[config.mk]
export PLATFORM = sky130hd
export DESIGN_NAME = hid2ps2_mod_seq
export DESIGN_NICKNAME = d
export VERILOG_FILES = /design/src/rtl/hid2ps2_mod_seq.sv
export SDC_FILE = /design/constraint.sdc
export NUM_CORES = 1
export LEC_CHECK = 0
export ABC_AREA = 1
export CORE_MARGIN = 3
export CORE_UTILIZATION = 50
export DETAILED_ROUTE_END_ITERATION = 10
export GPL_TIMING_DRIVEN = 0
export HOLD_SLACK_MARGIN = 0.06
export PLACE_DENSITY = 0.72
export SLEW_MARGIN = 20
export SYNTH_ARGS = -nofsm -noshare
export SYNTH_HDL_FRONTEND = slang
export SYNTH_SLANG_ARGS = --single-unit
[constraint.sdc]
create_clock -name clk -period 5.15 [get_ports clk]
set_clock_uncertainty 0.2 [all_clocks]
set_input_delay 1.03 -clock clk [delete_from_list [all_inputs] [get_ports clk]]
set_output_delay 1.03 -clock clk [all_outputs]
set_load 0.02 [all_outputs]
[src/rtl/hid2ps2_mod_seq.sv]
// hid2ps2_mod_seq
// Turns press/release edges on the translated modifier slot vector into a
// PS/2 Set-2 make/break byte stream. One slot is examined per clock; when a
// slot differs from the last code reported for it, the whole byte sequence
// for that one event is sent before scanning resumes.
//
// Ports
//   clk       system clock
//   reset     asynchronous, active-high reset
//   mod_code  NUM_SLOTS x CODE_W slot vector, slot 0 in the top bits;
//             bit CODE_W-1 of a slot = E0-extended, 0 = released
//   out_data  PS/2 byte presented to the consumer
//   out_valid out_data holds a byte to transfer
//   out_ready consumer accepts the byte (transfer on valid & ready)
//   idle      registered; high while scanning with no pending difference
`timescale 1ns/1ps
module hid2ps2_mod_seq #(
  parameter int NUM_SLOTS = 8,
  parameter int CODE_W    = 9
) (
  input  logic                        clk,
  input  logic                        reset,
  input  logic [NUM_SLOTS*CODE_W-1:0] mod_code,
  output logic [7:0]                  out_data,
  output logic                        out_valid,
  input  logic                        out_ready,
  output logic                        idle
);

  localparam int SLOT_W = (NUM_SLOTS > 1) ? $clog2(NUM_SLOTS) : 1;

  typedef enum logic [1:0] {
    ST_SCAN = 2'd0,
    ST_PRE  = 2'd1,
    ST_BRK  = 2'd2,
    ST_CODE = 2'd3
  } state_t;

  state_t              r_state;
  logic [SLOT_W-1:0]   r_slot;
  logic [CODE_W-1:0]   r_prev [NUM_SLOTS];
  logic [CODE_W-1:0]   r_job;      // code being reported, ext flag included
  logic                r_brk;      // job is a break
  logic [7:0]          r_data;
  logic                r_valid;
  logic                r_idle;

  logic [CODE_W-1:0]   w_slots [NUM_SLOTS];
  logic [CODE_W-1:0]   w_cur;
  logic [CODE_W-1:0]   w_prev_cur;
  logic                w_diff;
  logic                w_xfer;
  logic [SLOT_W-1:0]   w_slot_inc;
  logic [CODE_W-1:0]   w_sel_job;
  logic                w_sel_brk;

  state_t              w_nxt_state;
  logic [SLOT_W-1:0]   w_nxt_slot;
  logic [CODE_W-1:0]   w_nxt_job;
  logic                w_nxt_brk;
  logic [7:0]          w_nxt_data;
  logic                w_nxt_valid;
  logic                w_prev_we;
  logic [CODE_W-1:0]   w_prev_wd;

  // Unpack the flat vector; slot 0 occupies the most significant field.
  always_comb begin
    for (int i = 0; i < NUM_SLOTS; i++) begin
      w_slots[i] = mod_code[(NUM_SLOTS-1-i)*CODE_W +: CODE_W];
    end
  end

  assign w_cur      = w_slots[r_slot];
  assign w_prev_cur = r_prev[r_slot];
  assign w_diff     = (w_cur != w_prev_cur);
  assign w_xfer     = r_valid & out_ready;
  assign w_slot_inc = (r_slot == SLOT_W'(NUM_SLOTS-1)) ? {SLOT_W{1'b0}}
                                                       : r_slot + SLOT_W'(1);
  // A reported key must be released first; the new make shows up next pass.
  assign w_sel_brk  = (w_prev_cur != {CODE_W{1'b0}});
  assign w_sel_job  = w_sel_brk ? w_prev_cur : w_cur;

  // Next-state, next-byte and prev-update decode.
  always_comb begin
    w_nxt_state = r_state;
    w_nxt_slot  = r_slot;
    w_nxt_job   = r_job;
    w_nxt_brk   = r_brk;
    w_nxt_data  = r_data;
    w_nxt_valid = r_valid;
    w_prev_we   = 1'b0;
    w_prev_wd   = {CODE_W{1'b0}};
    case (r_state)
      ST_SCAN: begin
        if (w_diff) begin
          w_nxt_job   = w_sel_job;
          w_nxt_brk   = w_sel_brk;
          w_nxt_valid = 1'b1;
          if (w_sel_job[CODE_W-1]) begin
            w_nxt_state = ST_PRE;
            w_nxt_data  = 8'hE0;
          end else if (w_sel_brk) begin
            w_nxt_state = ST_BRK;
            w_nxt_data  = 8'hF0;
          end else begin
            w_nxt_state = ST_CODE;
            w_nxt_data  = w_sel_job[7:0];
          end
        end else begin
          w_nxt_slot = w_slot_inc;
        end
      end
      ST_PRE: begin
        if (w_xfer) begin
          if (r_brk) begin
            w_nxt_state = ST_BRK;
            w_nxt_data  = 8'hF0;
          end else begin
            w_nxt_state = ST_CODE;
            w_nxt_data  = r_job[7:0];
          end
        end else begin
          w_nxt_state = ST_PRE;
        end
      end
      ST_BRK: begin
        if (w_xfer) begin
          w_nxt_state = ST_CODE;
          w_nxt_data  = r_job[7:0];
        end else begin
          w_nxt_state = ST_BRK;
        end
      end
      ST_CODE: begin
        // prev only moves once the last byte is gone, so a stall never
        // loses or repeats the event.
        if (w_xfer) begin
          w_prev_we   = 1'b1;
          w_prev_wd   = r_brk ? {CODE_W{1'b0}} : r_job;
          w_nxt_slot  = w_slot_inc;
          w_nxt_state = ST_SCAN;
          w_nxt_valid = 1'b0;
          w_nxt_data  = 8'h00;
        end else begin
          w_nxt_state = ST_CODE;
        end
      end
      default: begin
        w_nxt_state = ST_SCAN;
        w_nxt_valid = 1'b0;
        w_nxt_data  = 8'h00;
      end
    endcase
  end

  // State, job latch, output byte and idle registers.
  always_ff @(posedge clk or posedge reset) begin
    if (reset) begin
      r_state <= ST_SCAN;
      r_slot  <= {SLOT_W{1'b0}};
      r_job   <= {CODE_W{1'b0}};
      r_brk   <= 1'b0;
      r_data  <= 8'h00;
      r_valid <= 1'b0;
      r_idle  <= 1'b1;
    end else begin
      r_state <= w_nxt_state;
      r_slot  <= w_nxt_slot;
      r_job   <= w_nxt_job;
      r_brk   <= w_nxt_brk;
      r_data  <= w_nxt_data;
      r_valid <= w_nxt_valid;
      r_idle  <= (r_state == ST_SCAN) && !w_diff;
    end
  end

  // Per-slot last-reported code.
  always_ff @(posedge clk or posedge reset) begin
    if (reset) begin
      for (int i = 0; i < NUM_SLOTS; i++) begin
        r_prev[i] <= {CODE_W{1'b0}};
      end
    end else if (w_prev_we) begin
      r_prev[r_slot] <= w_prev_wd;
    end else begin
      r_prev[r_slot] <= r_prev[r_slot];
    end
  end

  assign out_data  = r_data;
  assign out_valid = r_valid;
  assign idle      = r_idle;

endmodule

==> results of run 1 <==
==> power by group through the flow <==
stage / registers (mW) / clock network (mW) / logic, mW
3_5_place_dp: 0.776 / 0 / 0.0975
3_3_place_gp: 0.776 / 0 / 0.0931
6_report: 0.761 / 0.627 / 0.0971
2_1_floorplan: 0.776 / 0 / 0.0290
5_1_grt: 0.761 / 0.669 / 0.106
4_1_cts: 0.761 / 0.636 / 0.0983
==> worst max-delay path: cells and delay by family <==
family | cells | cell delay, ns
compound gates | 2 | 0.84
buf+inv | 2 | 1.03
simple gates | 2 | 0.72
==> layer usage <==
layer	up-vias	track usage (%)
li1	2845	-
met1	2740	40.8
met2	226	48.4
met3	36	5.07
met4	0	13.6
met5	-	0
==> worst min-delay path by stage <==
| stage | from | to | slack [ns] | cells past startpoint |
|---|---|---|---|---|
| after floorplan | r_prev[70] | r_prev[70] | 0.25 | 2 |
| after global placement | r_prev[34] | r_prev[34] | 0.26 | 2 |
| after detailed placement | out_data[0] | out_data[0] | 0.27 | 2 |
| after CTS | r_prev[39] | r_prev[39] | 0.29 | 2 |
| after global routing | r_prev[37] | r_prev[37] | 0.30 | 2 |
| final | r_prev[7] | r_prev[7] | 0.28 | 2 |
==> kinds of logic after synthesis <==
| family | Yosys count |
|---|---|
| AOI/OAI and AO/OA | 107 |
| xor gates and xnor gates | 1 |
| adders and majority gates | 2 |
| buffers and inverters | 90 |
| DFF | 97 |
| and+or+nand+nor | 548 |
==> placed cells by master, fill, tap and decap left out <==
cell,Yosys,layout
a21oi_1,6,6
a31oi_1,9,5
a31oi_2,0,4
buf_1,9,9
buf_16,0,1
buf_2,10,10
buf_4,4,4
buf_6,5,5
buf_8,1,1
clkbuf_1,4,4
clkbuf_16,0,9
clkdlybuf4s50_1,0,84
clkinv_1,2,2
clkinv_4,0,1
clkinvlp_4,0,2
dfrtp_1,96,96
dfstp_2,1,1
ha_1,2,2
inv_1,48,47
inv_2,7,7
inv_6,0,3
nand2_1,420,420
nand2_2,5,5
nand2_4,1,1
nand3_1,52,52
nand3_2,1,1
nand4_1,2,2
nor2_1,50,50
nor2_2,8,8
nor2_4,4,4
o211ai_1,1,1
o21ai_0,78,78
o21ai_1,12,12
o21bai_1,1,1
or2_0,4,4
or2_2,1,1
xnor2_1,1,1
==> cell type report <==
type / count / area [µm²]
Timing Repair Buffer: 85 / 868
Fill cell: 1032 / 3950
Sequential cell: 97 / 2430
Tap cell: 140 / 175
Multi-Input combinational cell: 658 / 2830
Clock buffer: 9 / 225
Clock inverter: 5 / 41.3
Buffer: 33 / 200
Inverter: 57 / 219
==> synthesized netlist by cell type (5+ instances only) <==
| cell | instances |
|---|---|
| a21oi_1 | 6 |
| a31oi_1 | 9 |
| inv_1 | 48 |
| nand2_2 | 5 |
| inv_2 | 7 |
| buf_6 | 5 |
| nand2_1 | 420 |
| buf_1 | 9 |
| buf_2 | 10 |
| nand3_1 | 52 |
| dfrtp_1 | 96 |
| nor2_2 | 8 |
| nor2_1 | 50 |
| o21ai_1 | 12 |
| o21ai_0 | 78 |
==> flip-flops by register name, indices dropped and copies added (netlist names) <==
signal	flops
idle	1
out_data	8
out_valid	1
r_brk	1
r_job	9
r_prev	72
r_slot	3
r_state	2
==> summary.md, run 1 <==
| Metric | Value |
|---|---|
| Area growth from synthesis to layout | `23.7%` |
| Setup slack, reg-to-reg | `2.11 ns` |
| FF-to-FF Start | `r_slot[1]` |
| Setup TNS | `0 ns` |
| Utilization after layout | `63.9%` |
| CP endpoint kind | `register` |
| Crit path time final | `3.57 ns` |
| Ys Warns | `0` |
| Drt first-iter violations | `533` |
| CTS Buffer Depth | `2` |
| Pre-CTS WS | `1.21 ns` |
| Die H | `112 µm` |
| Reg power frac | `51.3%` |
| Final Hold Viols | `0` |
| Final setup vio count | `0` |
| Worst hold path class | `register to register` |
| FF-to-FF End | `r_prev[19]` |
| Seq/Total Area, Yosys | `43.0%` |
| Pwr/cell area | `213 nW/µm²` |
| Die ar. | `12600 µm²` |
| Clock H-tree levels | `3` |
| Ys async rst share | `100%` |
| Primary FF master, synth | `dfrtp_1` |
| Dpl cell area | `6710 µm²` |
| Largest net degree at the start of global routing | `72` |
| Clock transition at path regs | `0.07 ns` |
| EDFF count, synth | `0` |
| WHS | `0.285 ns` |
| Critical path startpoint category | `primary input` |
| Placed insts | `1070` |
| Met2 WL | `8710 µm` |
| Peak Freq | `280 MHz` |
| Post-Route WL | `18800 µm` |
| Max IR drop VDD | `0.218 mV` |
| Worst slew pin tran | `1.12 ns` |
| P_int | `1.15 mW` |
| Top-Level Pins | `85` |
| Critical path type | `primary input to register` |
| Overflow after GRT | `0` |
| Main combinational cell family by area after synthesis | `simple AND/OR/NAND/NOR gates` |
| CTS Hold Bufs | `0` |
| Nets | `1018` |
| Crit path from | `out_ready` |
| WP data arrival | `3.63 ns` |
| Crit-path max FO | `10` |
| CP cell instances | `clkdlybuf4s50_1 > nand2_1 > nor2_1 > clkbuf_1 > a31oi_1 > o21ai_0` |
| WL per Instance | `17.3 µm` |
| Sw Ratio | `22.8%` |
| Via density | `5.39` |
| Vias | `5847` |
| Num Clock Sinks | `97` |
| Post-Syn Area | `5640 µm²` |
| Worst Setup EP | `r_prev[19]` |
| GP Congestion | `0.972` |
| Rows | `38` |
| Crit-path slowest cell | `nor2_1` |
| Met1 WL | `7980 µm` |
| Final Cell Area | `6980 µm²` |
| Synth Area in Adders | `0.443%` |
| Uppermost layer routed | `met4` |
| Detailed-route DRC error count | `0` |
| Die Wd | `112 µm` |
| Slew Limit Fails | `0` |
| Max-Cap Viols | `0` |
| Total Power | `1.49 mW` |
| Port Buffer Count | `84` |
| Core area | `10900 µm²` |
| Comb pwr share | `6.5%` |
| Yosys top cell by area | `dfrtp_1` |
| XOR/XNOR share of the synthesized area | `0.155%` |
| Share of post-route cells with drive strength above 1 | `7.20%` |
| Crit path required time | `5.21 ns` |
| Detailed route wirelength on metal3 | `1410 µm` |
| First-pass GRT wire length | `29900 µm` |
| Clk pwr share | `42.2%` |
| Number of buffers created by CTS | `9` |
| Worst-case reg-to-reg path depth | `11` |
| Mapped Avg Cell Area | `6.68 µm²` |
| Switch Pwr | `0.339 mW` |
| Setup ws final | `1.58 ns` |
| Worst skew pair latency | `0.36 ns` |
| Vias in the first global route | `5641` |
| Clk root buf | `clkbuf_16` |
| Post-synth top area share | `42.6%` |
| Final period util | `69.4%` |
| Simple logic cell fraction of the synthesized area | `39.3%` |
| Max stage delay on crit path | `0.61 ns` |
| Status | `complete, no violations` |
| Detailed placement HPWL | `13700 µm` |
| Post-route ant nets | `0` |
| N_diodes | `0` |
| Post-synthesis compound-gate area fraction | `9.78%` |
| Unrepaired setup endpoints after global routing | `false` |
| Finished Layout Cells | `1084` |
| Slew Limit Headroom | `25.0%` |
| Synthesized flop and latch total | `97` |
| Drt first pass iters | `5` |
| CTS tree | `done` |
| Post-synthesis net count | `922` |
| Cell count after synthesis | `845` |
| Top cells by area, synth | `dfrtp_1, nand2_1, o21ai_0` |
| Leak | `3.65 nW` |
| Cell variety after synth | `30` |
| Mux cell area share after synthesis | `0%` |
| Overall Global Routing Usage | `30.3%` |
| Initial Util | `51.6%` |
| # Post-CTS Setup Buffers | `0` |
| Initial antenna violation count | `0` |
| Cts repair resizes | `0` |
Note: power is estimated with default switching activity, not from simulation.
==> inputs of run 2 (changes only) <==
==> constraint.sdc (replaced) <==
create_clock -name clk -period 3.5 [get_ports clk]
set_clock_uncertainty 0.2 [all_clocks]
set_input_delay 0.7 -clock clk [delete_from_list [all_inputs] [get_ports clk]]
set_output_delay 0.7 -clock clk [all_outputs]
set_load 0.02 [all_outputs]
==> results of run 2 <==
Same layout as run 1 (identical final DEF). Status: complete, no violations.
Among the figures that moved: setup slack after placement 1.21 ns -> -0.106 ns; setup slack after layout 1.58 ns -> 0.257 ns; register-to-register setup slack 2.11 ns -> 0.46 ns; total power 1.49 mW -> 2.19 mW; worst IR drop on VDD 0.218 mV -> 0.321 mV
==> inputs of run 3 (changes only) <==
--- a/config.mk
+++ b/config.mk
@@ -7,11 +7,11 @@
 export LEC_CHECK = 0
 export ABC_AREA = 1
 export CORE_MARGIN = 3
-export CORE_UTILIZATION = 50
+export CORE_UTILIZATION = 55
 export DETAILED_ROUTE_END_ITERATION = 10
 export GPL_TIMING_DRIVEN = 0
 export HOLD_SLACK_MARGIN = 0.06
-export PLACE_DENSITY = 0.72
+export PLACE_DENSITY = 0.78
 export SLEW_MARGIN = 20
 export SYNTH_ARGS = -nofsm -noshare
 export SYNTH_HDL_FRONTEND = slang
==> constraint.sdc (replaced) <==
create_clock -name clk -period 3.5 [get_ports clk]
set_clock_uncertainty 0.2 [all_clocks]
set_input_delay 0.7 -clock clk [delete_from_list [all_inputs] [get_ports clk]]
set_output_delay 0.7 -clock clk [all_outputs]
set_load 0.1 [all_outputs]
==> run 3 against run 2 <==
Via count grew 0.94%. Maximum frequency grew 0.72%. Clock power shrank 26%. Total power shrank 11%. Combinational power is essentially flat. Critical path type unchanged.
==> summary.md, run 3 (same netlist as run 1, synthesis figures left out) <==
| Metric | Value |
|---|---|
| Status | `complete, no violations` |
| Hold path cells | `2` |
| Initial antenna violation count | `0` |
| CTS Buffer Depth | `2` |
| Crit-path max FO | `10` |
| Vias in the first global route | `5618` |
| Overall Global Routing Usage | `32.2%` |
| GP Congestion | `0.997` |
| Final setup vio count | `0` |
| Post-Route WL | `18000 µm` |
| Unrepaired setup endpoints after global routing | `false` |
| FF+latch area | `2430 µm²` |
| Largest net degree at the start of global routing | `71` |
| Worst skew pair latency | `0.37 ns` |
| Clock H-tree levels | `3` |
| Commonest cells after routing, fill and taps aside | `nand2_1, dfrtp_1, clkdlybuf4s50_1` |
| Drt first-iter violations | `523` |
| Initial Util | `57.2%` |
| Worst hold path endpoint | `out_data[4]` |
| Pwr/cell area | `283 nW/µm²` |
| Die ar. | `11500 µm²` |
| Nets | `1018` |
| Overflow after GRT | `0` |
| CTS Hold Bufs | `0` |
| Detailed placement HPWL | `13300 µm` |
| FF-to-FF End | `r_prev[33]` |
| Critical path type | `primary input to register` |
| Max-Cap Viols | `0` |
| Slew Limit Headroom | `19.9%` |
| Critical path startpoint category | `primary input` |
| Detailed-route DRC error count | `0` |
| Final period util | `92.0%` |
| Worst hold path class | `register to register` |
| Pre-CTS WS | `-0.0345 ns` |
| Top-Level Pins | `85` |
| Biggest register | `r_prev` |
| Crit path required time | `3.57 ns` |
| CTS tree | `done` |
| Leak | `3.62 nW` |
| Fill cells | `844` |
| N_diodes | `0` |
| Die H | `107 µm` |
| Worst hold start | `out_data[4]` |
| WP data arrival | `3.29 ns` |
| FF-to-FF Start | `r_slot[0]` |
| Worst-case reg-to-reg path depth | `10` |
| # Post-CTS Setup Buffers | `0` |
| Num Clock Sinks | `97` |
| Number of buffers created by CTS | `9` |
| Crit path time final | `3.22 ns` |
| Setup slack, reg-to-reg | `0.52 ns` |
| Core area | `9860 µm²` |
| Peak Freq | `311 MHz` |
| Post-route ant nets | `0` |
| Die Wd | `107 µm` |
| Setup ws final | `0.280 ns` |
| CP endpoint kind | `register` |
| Setup TNS | `0 ns` |
| Final Hold Viols | `0` |
| Drt first pass iters | `6` |
| Max IR drop VDD | `0.244 mV` |
| Via density | `5.47` |
| Share of post-route cells with drive strength above 1 | `6.87%` |
| Rows | `36` |
| Clk root buf | `clkbuf_8` |
| Cts repair resizes | `0` |
| Slew Limit Fails | `0` |
| Area growth from synthesis to layout | `21.5%` |
| First-pass GRT wire length | `28200 µm` |
| WL per Instance | `16.7 µm` |
| Worst slew pin tran | `1.20 ns` |
| Footprint of the multi-input gates | `2800 µm²` |
| Clock transition at path regs | `0.09 ns` |
| Port Buffer Count | `84` |
| Vias | `5902` |
| Most common cell after layout, fill and taps aside | `nand2_1` |
| Max FFs per register | `72` |
run 3: worst max-delay path, cell delays in order:
cell and delay (ns):
clkdlybuf4s50_1 0.49, nand2_1 0.11, nor2_1 0.63, clkbuf_1 0.48, a31oi_1 0.51, o21ai_0 0.36
run 3: cell type report:
cell class,instances,share of cell area [%]
plain buffers,33,2.92
clock buffers,10,1.86
clock inverters,6,0.711
inverters,57,3.19
multi-input cells,658,40.8
flip-flops and latches,97,35.4
well taps,133,2.43
repair buffers,85,12.7
run 3: through the flow:
step                      hold WS, ns  power (mW)  area (µm²)  utilization (%)  std cells
after detailed placement        0.264        1.29        6680             67.8       1063
after CTS                       0.290        1.95        6860             69.5       1079
after global placement          0.261        1.28        6650             67.4       1062
final                           0.284        1.94        6860             69.5       1079
after floorplan                 0.245        1.18        5640                -        845
after global routing            0.314        2.01        6860             69.5       1079
run 3: power breakdown:
| group | internal, mW | switching [mW] |
|---|---|---|
| Clock | 0.268 | 0.411 |
| Sequential | 1.12 | 0 |
| Combinational | 0.0870 | 0.0563 |
| Total | 1.47 | 0.467 |
run 3: per-layer routing:
layer	part of all wire [%]	track usage (%)
met5	0	0
met2	46	50.7
met1	41	42.6
met4	4.0	14.5
met3	9.3	7.20
run 3: worst max path at each step:
stage,from,endpoint,slack [ns],depth (start not counted)
floorplan,reset,out_data[0],0.07,1
global placement,reset,r_prev[1],-1.31,2
detailed placement,out_ready,r_prev[33],-0.03,6
CTS,out_ready,r_prev[33],0.38,6
global route,out_ready,r_prev[7],0.18,6
finish,out_ready,r_prev[7],0.28,6
